<file path="config.mk">
export PLATFORM = sky130hd
export DESIGN_NAME = modpipe_segment_select_pipe
export DESIGN_NICKNAME = d
export VERILOG_FILES = /design/src/rtl/modpipe_segment_select_pipe.sv
export SDC_FILE = /design/constraint.sdc
export NUM_CORES = 1
export LEC_CHECK = 0
export ABC_AREA = 1
export BUFFER_PORTS_ARGS = -buffer_cell sky130_fd_sc_hd__buf_4
export CAP_MARGIN = 20
export CORE_MARGIN = 1.5
export CORE_UTILIZATION = 41
export CTS_CLUSTER_SIZE = 28
export DETAILED_ROUTE_END_ITERATION = 10
export MAX_ROUTING_LAYER = met4
export PLACE_DENSITY = 0.73
export SYNTH_ARGS = -nofsm -noshare
export SYNTH_HDL_FRONTEND = slang
export SYNTH_SLANG_ARGS = --single-unit
</file>
<file path="constraint.sdc">
create_clock -name clk -period 1.5 [get_ports clk]
set_input_delay 0.075 -clock clk [delete_from_list [all_inputs] [get_ports clk]]
set_output_delay 0.075 -clock clk [all_outputs]
set_load 0.02 [all_outputs]
</file>
<file path="src/rtl/modpipe_segment_select_pipe.sv">
// modpipe_segment_select_pipe: picks array_ref or array_ref_m on input_bit==zero and delays it DEPTH stages
// Ports: clk, reset (async, active-high); start, input_bit, zero, array_ref, array_ref_m in;
//        segment/branch_else (selected value, held between pulses), valid pulse, busy, seg_count out.
// Optional MODPIPE_STALL_EN adds input stall: pipeline freezes, starts are dropped, valid is masked.
module modpipe_segment_select_pipe #(
   parameter int WIDTH = 32,
   parameter int DEPTH = 1,
   parameter int CNT_W = 16
) (
   input  logic             clk,
   input  logic             reset,
   input  logic             start,
   input  logic [WIDTH-1:0] input_bit,
   input  logic [WIDTH-1:0] zero,
   input  logic [WIDTH-1:0] array_ref,
   input  logic [WIDTH-1:0] array_ref_m,
   output logic [WIDTH-1:0] segment,
   output logic             branch_else,
   output logic             valid,
   output logic             busy,
   output logic [CNT_W-1:0] seg_count
`ifdef MODPIPE_STALL_EN
   ,
   input  logic             stall
`endif
);
   logic             adv;
   logic [WIDTH-1:0] d_q [DEPTH];
   logic             e_q [DEPTH];
   logic [DEPTH-1:0] t_q;
   logic [WIDTH-1:0] seg_h;
   logic             be_h;
`ifdef MODPIPE_STALL_EN
   assign adv = ~stall;
`else
   assign adv = 1'b1;
`endif
   assign valid       = t_q[DEPTH-1] & adv;
   assign busy        = |t_q;
   // final stage is shown while it is emitted; afterwards the captured copy holds the last value
   assign segment     = valid ? d_q[DEPTH-1] : seg_h;
   assign branch_else = valid ? e_q[DEPTH-1] : be_h;
   always_ff @(posedge clk)
      if (adv) begin
         d_q[0] <= (input_bit == zero) ? array_ref : array_ref_m;
         e_q[0] <= input_bit != zero;
         for (int k = 1; k < DEPTH; k++) begin
            d_q[k] <= d_q[k-1];
            e_q[k] <= e_q[k-1];
         end
      end
   always_ff @(posedge clk or posedge reset)
      if (reset) begin
         t_q       <= '0;
         seg_h     <= '0;
         be_h      <= 1'b0;
         seg_count <= '0;
      end else if (adv) begin
         t_q[0] <= start;
         for (int k = 1; k < DEPTH; k++) t_q[k] <= t_q[k-1];
         if (valid) begin
            seg_h     <= d_q[DEPTH-1];
            be_h      <= e_q[DEPTH-1];
            seg_count <= seg_count + 1'b1;
         end
      end
endmodule

</file>
* After elaboration in Yosys (flattened, before gate mapping)
Memory sizes are Yosys's and may differ from the RTL's.
Cells that the tools add are included.
** Storage, ports and cells
- Register bits after elaboration :: 50
- Memory bits (writable) :: 33
- Bits of input ports :: 131
- Memories kept :: 2
** Operators by class
- Add/subtract/negate cells :: 1
- Equal/unequal tests :: 2
- Mux-type cells :: 3
** Memory list
- d_q :: words 1, bits a word 32, rd ports 1, clocked after Yosys merged registers in 0, wr ports 1, RTL line 28 : logic [WIDTH-1:0] d_q [DEPTH];
- e_q :: words 1, bits a word 1, rd ports 1, clocked after Yosys merged registers in 0, wr ports 1, RTL line 29 : logic e_q [DEPTH];
** Operator list (number)
- $mux W32 :: 2
- $eq A32 B32 Y1 :: 1
- $ne A32 B32 Y1 :: 1
- $add A16 B1 Y16 const B :: 1
- $mux W1 :: 1

* Depth between registers and ports, before layout
Gate-level depths: netlist of the first run.
- Word-level depth :: 2
- Depth in mapped cells :: 11
- Gate-level depth less buffers :: 10

* Worst setup path after synthesis of the first run
Ideal clock, no wire load.
- Path type :: reg-to-reg
- From :: register seg_count[0]
- To :: register seg_count[12]
- Library setup time :: 117 ps
- Data arrival time :: 1458 ps
- Path slack :: -75 ps
- Stages on the path, launching flop included :: 11
- Path buffers :: 0
- Period minus slack after synthesis :: 1575 ps
- Path through :: dfrtp_1 > ha_1 > nand2_4 > nor2_4 > nand2_2 > nor2_2 > nand2_2 > nor3_4 > nand2_1 > nand2_1 > nand2_1
** On the way
- Longest elaborated chain between the ends :: 1
** Ends and longest elaborated chain
- start, declared :: RTL line 21 : output logic [CNT_W-1:0] seg_count
- start signal, assigned :: RTL line 64 : seg_count <= seg_count + 1'b1;
- $add A16 B1 Y16 :: RTL line 64
No other way between the ends.
A chain may end at the register's enable or synchronous reset.

* Final worst setup path of the first run
- From :: register t_q, in the netlist busy
- To :: output port segment[28]
** On the way
- Longest elaborated chain between the ends :: 1
** Ends and longest elaborated chain
- start, declared :: RTL line 30 : logic [DEPTH-1:0] t_q;
- $mux W32
- end, declared :: RTL line 17 : output logic [WIDTH-1:0] segment,
No other way between the ends.

==> results of run 1 <==
==> stage by stage <==
step           power (mW)  setup TNS (ns)
2_1_floorplan        3.31               0
3_3_place_gp         3.96               0
6_report             6.28           -3.07
5_1_grt              6.56           -4.77
4_1_cts              6.10           -1.97
3_5_place_dp         4.02         -0.0549
==> worst min path at each step <==
stage	cells past startpoint	to
3_3_place_gp	3	seg_count[4]
5_1_grt	4	seg_count[2]
6_report	4	seg_count[2]
2_1_floorplan	0	busy
3_5_place_dp	3	seg_count[2]
4_1_cts	4	seg_count[2]
==> report_power, final <==
part	switching, mW	internal (mW)	leakage (nW)
clock	0.774	1.11	0.118
sequential	0.136	2.45	0.880
combinational	0.807	1.00	2.35
total	1.72	4.56	3.35
==> registers in the layout, summed over array words and instances (netlist names) <==
signal and flops:
e_q 1, be_h 1, seg_h 32, busy 1, seg_count 16, d_q 32
==> per-layer routing <==
layer,GRT usage [%],up-vias
li1,-,1753
met1,24.9,1717
met2,41.3,177
met3,5.58,42
met4,12.3,0
met5,-,-
==> critical path, delay by kind of cell, from the launching register on <==
kind,cells,cell delay (ns)
buffers and inverters,3,0.44
DFF,1,0.40
muxes,1,0.34
==> what timing repair did <==
action	4_1_cts	5_1_grt
pin swaps	0	8
hold buffers	66	0
hold endpoints to repair	83	0
setup endpoints to repair	32	38
buffers inserted	2	15
gates cloned	0	1
gates resized for setup	30	29
==> Yosys cell counts <==
cell type	number
ha_1	1
nor2_4	5
xnor2_1	26
nand2_4	2
nor2_2	2
mux2_2	34
dfrtp_1	50
a21oi_1	2
nand3b_1	2
buf_6	4
inv_1	32
nand2_1	131
buf_4	7
nand3_1	33
dfxtp_1	33
o21ai_0	1
nor3_1	1
nand2_2	5
nor2_1	11
nor3_4	1
buf_2	3
a31oi_1	1
xor2_1	5
==> layout make-up <==
class / count / area, µm² / area share [%]
repair buffers: 273 / 2400 / 37.1
flip-flops and latches: 83 / 1920 / 29.7
multi-input cells: 263 / 1650 / 25.6
well taps: 108 / 135 / 2.09
clock buffers: 11 / 131 / 2.04
inverters: 32 / 120 / 1.86
clock inverters: 5 / 104 / 1.61
==> cells by family (layout without fill, tap and decap cells) <==
| kind of cell | after synthesis | count (layout) | share of synthesized area [%] |
|---|---|---|---|
| flops | 83 | 83 | 51.8 |
| xor+xnor | 31 | 31 | 7.36 |
| compound gates | 4 | 4 | 0.576 |
| fa+ha+maj | 1 | 1 | 0.339 |
| buf+inv | 46 | 321 | 6.31 |
| simple gates | 193 | 193 | 23.2 |
| mux | 34 | 34 | 10.4 |
==> impl_metrics.ini, run 1 <==
[drt]
wl_met2_um = 5690
initialDrtViolationCount = 100
finalWirelength_um = 11200
drt-met1-wl_um = 4410
routed-wl-met3_um = 664
dr.pass1.iters = 4
top_layer_used = met4
post_drt_wl_per_cell_um = 14.5
vias = 3689
drc = 0
vias_per_cell = 4.76
antenna_left = 0

[status]
violations = negative setup slack
status = finished, violations left

[flow_run]
maxCapViolCount = 0

[floorplan]
die_x_um = 97.9
dieArea_mm2 = 0.00958
core-area_mm2 = 0.00872
rows = 34
boundaryPins = 182
initial_core_util_pct = 42.3
die_h_um = 97.9

[worst_setup_path]
r2r-end = seg_count[12]
rr_startpoint = busy
path_cells = buf_12 > clkbuf_16 > mux2_2 > buf_4
ff2ff_setup_slack_ns = -0.06
cp_max_fo = 8
cp-endpoint = segment[28]
end_kind = output pin
worstPathRequired_ns = 1.42
start_kind = register
r2r.worst_path.cells = 10
timing_worst_setup_path_type = reg2out
critPathArrivalTime_ns = 1.53
crit_slowest_cell = dfrtp_2
worstSetupStartpoint = busy
max_stage_delay_ns = 0.40

[finish]
fin_util_pct = 74.0
n_antenna_cell = 0
areaGrowthSynthToFinish_pct = 74.9
nNetsFinal = 794
drive_gt1_share_pct = 41.2
fin_area_mm2 = 0.00645
fillers = 607
final_common_cell = buf_4
fin_cells = 775
layout_common_cells = buf_4, nand2_1, dlygate4sd3_1

[global_route]
track_usage_pct = 23.7
grt_pass1_vias = 3873
grt_max_degree = 51
overflow = 0
antenna_found_initial = 0
grt_first_pass_wirelength_um = 17500

[sta]
finalCriticalPeriod_ns = 1.61
slew_violations = 0
max_freq_mhz = 622
finalHoldViolCount = 0
setup_viol = 36
maxSlewHeadroom_pct = 75.6
hold_ws_ns = 0.351
period_share_pct = 107
rsz0062_at_grt = yes
skew_ns = 0.0140
tightest_slew_ns = 0.366
timing.final.ws_setup_ns = -0.107

[power]
powerDensity_mw_per_mm2 = 972
p_leak_nw = 3.35
ir_worst_vdd_mv = 0.523

[cts]
cts.reportedPaths.clkPinSlew_ns = 0.09
numClockSinks = 83
cts_made_buffers = 9
worstSkewPairLatency_ns = 0.34
clockBufferDepth = 2
cts_root_buffer = clkbuf_8
cts_tree = built
cts.htree.levels = 3

[logic_synthesis]
synthCells = 392
synth.area.top_cells = dfrtp_1, dfxtp_1, nand2_1
syn-cell-area_mm2 = 0.00369
synth_seq_cells = 83
synth_cell_types = 23
synth.top_cell.area_share_pct = 33.9
syn_avg_cell_area_um2 = 9.41
synth_seq_area_share_pct = 51.8
yosys_warnings = 0
yosysTopAreaCell = dfrtp_1
synth_nets = 524

[placed_design]
globalplace.congestion = 0.808
dpl.hpwl_um = 7040
numPortBuffers = 181
place_worst_setup_slack_ns = -0.0310
placed_cell_area_mm2 = 0.00515
dpl.cell_count = 676

[hold_path]
min_path_type = in2async
Note: power is estimated with default switching activity, not from simulation.
==> run 2, diff against run 1 <==
--- a/config.mk
+++ b/config.mk
@@ -9,11 +9,11 @@
 export BUFFER_PORTS_ARGS = -buffer_cell sky130_fd_sc_hd__buf_4
 export CAP_MARGIN = 20
 export CORE_MARGIN = 1.5
-export CORE_UTILIZATION = 41
+export CORE_UTILIZATION = 46
 export CTS_CLUSTER_SIZE = 28
 export DETAILED_ROUTE_END_ITERATION = 10
 export MAX_ROUTING_LAYER = met4
-export PLACE_DENSITY = 0.73
+export PLACE_DENSITY = 0.77
 export SYNTH_ARGS = -nofsm -noshare
 export SYNTH_HDL_FRONTEND = slang
 export SYNTH_SLANG_ARGS = --single-unit
==> constraint.sdc (replaced) <==
create_clock -name clk -period 1.8 [get_ports clk]
set_input_delay 0.09 -clock clk [delete_from_list [all_inputs] [get_ports clk]]
set_output_delay 0.09 -clock clk [all_outputs]
set_load 0.02 [all_outputs]
==> impl_metrics.ini, run 2 (synthesis gave the netlist of run 1 again) <==
[drt]
post_drt_wl_per_cell_um = 13.6
vias = 3534
dr.pass1.iters = 4
initialDrtViolationCount = 83
drc = 0
antenna_left = 0
vias_per_cell = 4.72
finalWirelength_um = 10200

[floorplan]
initial_core_util_pct = 47.7
dieArea_mm2 = 0.00857
core-area_mm2 = 0.00773
die_h_um = 92.6
die_x_um = 92.6
boundaryPins = 182
rows = 32

[worst_setup_path]
max_stage_delay_ns = 0.43
timing_worst_setup_path_type = reg2out
start_kind = register
cp_common_cell = buf_4
critPathArrivalTime_ns = 1.60
worstPathRequired_ns = 1.71
cp_max_fo = 16
end_kind = output pin
crit_family = buffers and inverters
crit_slowest_cell = dfrtp_2
path_buf_inv = 2
path_cells = buf_4 > mux2_2 > buf_4

[global_route]
grt_pass1_vias = 3674
grt_first_pass_wirelength_um = 16400
grt_max_degree = 34
track_usage_pct = 25.2
antenna_found_initial = 0
overflow = 0

[finish]
drive_gt1_share_pct = 38.8
layout_common_cells = buf_4, nand2_1, dlygate4sd3_1
reg.largest.list = d_q (32), seg_h (32), seg_count (16)
fin_area_mm2 = 0.00594
n_antenna_cell = 0
areaGrowthSynthToFinish_pct = 61.0
nNetsFinal = 774
final_common_cell = buf_4

[sta]
slew_violations = 0
hold_ws_ns = 0.0183
skew_ns = 0.0160
period_share_pct = 93.7
finalHoldViolCount = 0
maxSlewHeadroom_pct = 63.9
timing.final.ws_setup_ns = 0.113
finalCriticalPeriod_ns = 1.69
fin_tns_setup_ns = 0
max_freq_mhz = 593
rsz0062_at_grt = no
setup_viol = 0
tightest_slew_ns = 0.541

[power]
powerDensity_mw_per_mm2 = 759
power.total_mw = 4.51
p_leak_nw = 3.04
ir_worst_vdd_mv = 0.435

[status]
status = complete, no violations

[placed_design]
place_worst_setup_slack_ns = 0.217
dpl.hpwl_um = 7130
placed_cell_area_mm2 = 0.00513
globalplace.congestion = 0.815
numPortBuffers = 181

[cts]
cts.htree.levels = 3
cts.reportedPaths.clkPinSlew_ns = 0.08
cts_made_buffers = 9
clockBufferDepth = 2
worstSkewPairLatency_ns = 0.34
numClockSinks = 83
cts_tree = built
cts_root_buffer = clkbuf_8

[flow_run]
maxCapViolCount = 0

[hold_path]
min_path_type = in2reg
==> run 2: changes by cell type in the layout (fill, tap and decap cells not counted), sizes merged <==
cell and delta:
clkbuf +1, clkinvlp +1, dlygate4sd3 -1, buf -18, bufinv -3
==> run 2: final timing paths <==
| path | from | endpoint | slack [ns] | cells after the start |
|---|---|---|---|---|
| hold reg to reg | d_q[0][14] | seg_h[14] | 0.48 | 1 |
| min in group asynchronous | reset | seg_count[6] | 0.35 | 3 |
| hold / removal | array_ref[11] | d_q[0][11] | 0.02 | 3 |
| max in group asynchronous | reset | seg_h[13] | 0.83 | 4 |
| setup reg to reg | seg_count[0] | seg_count[14] | 0.21 | 10 |
| setup / recovery | busy | segment[1] | 0.11 | 3 |
==> run 2: layout make-up <==
cell class                 instances  area (µm²)
timing repair buffer             253        2080
sequential                        83        1910
fill                             525        1790
multi-input combinational        263        1550
clock buffer                      13         139
tap                              102         128
inverter                          32         120
clock inverter                     3        17.5
==> run 2: per-layer routing <==
metal / part of all wire [%] / routed length, µm / up-vias / global-route usage, %
li1: - / - / 1716 / -
met1: 37 / 3790 / 1675 / 26.4
met2: 54 / 5510 / 129 / 46.6
met3: 6.8 / 690 / 14 / 6.32
met4: 1.6 / 161 / 0 / 6.92
met5: 0 / 0 / - / -
==> run 2: worst register-to-register path, stage by stage (launching register included) <==
cell and delay [ns]:
dfrtp_1 0.43, ha_1 0.23, nand2_4 0.07, nor2_4 0.11, nand2_2 0.07, nor2_2 0.10
nand2_2 0.09, nor3_4 0.21, nand2_1 0.08, nand2_1 0.06, nand2_1 0.05
==> run 2: per-stage QoR <==
step | cells | util, %
2_1_floorplan | 392 | -
3_3_place_gp | 668 | 66.4
3_5_place_dp | 668 | 66.4
4_1_cts | 748 | 76.7
5_1_grt | 749 | 76.9
6_report | 749 | 76.9
==> run 2: power breakdown <==
part	internal (mW)	leakage, nW	switching (mW)	total [mW]
logic	0.666	2.08	0.587	1.25
registers	2.03	0.882	0.102	2.14
clock network	0.500	0.0774	0.617	1.12
==> run 2: timing repair <==
item,in CTS,in global routing
resized for setup,0,1
hold buffers,64,1
setup buffers,0,0
setup endpoints to repair,0,13
endpoints found under the hold margin,57,1
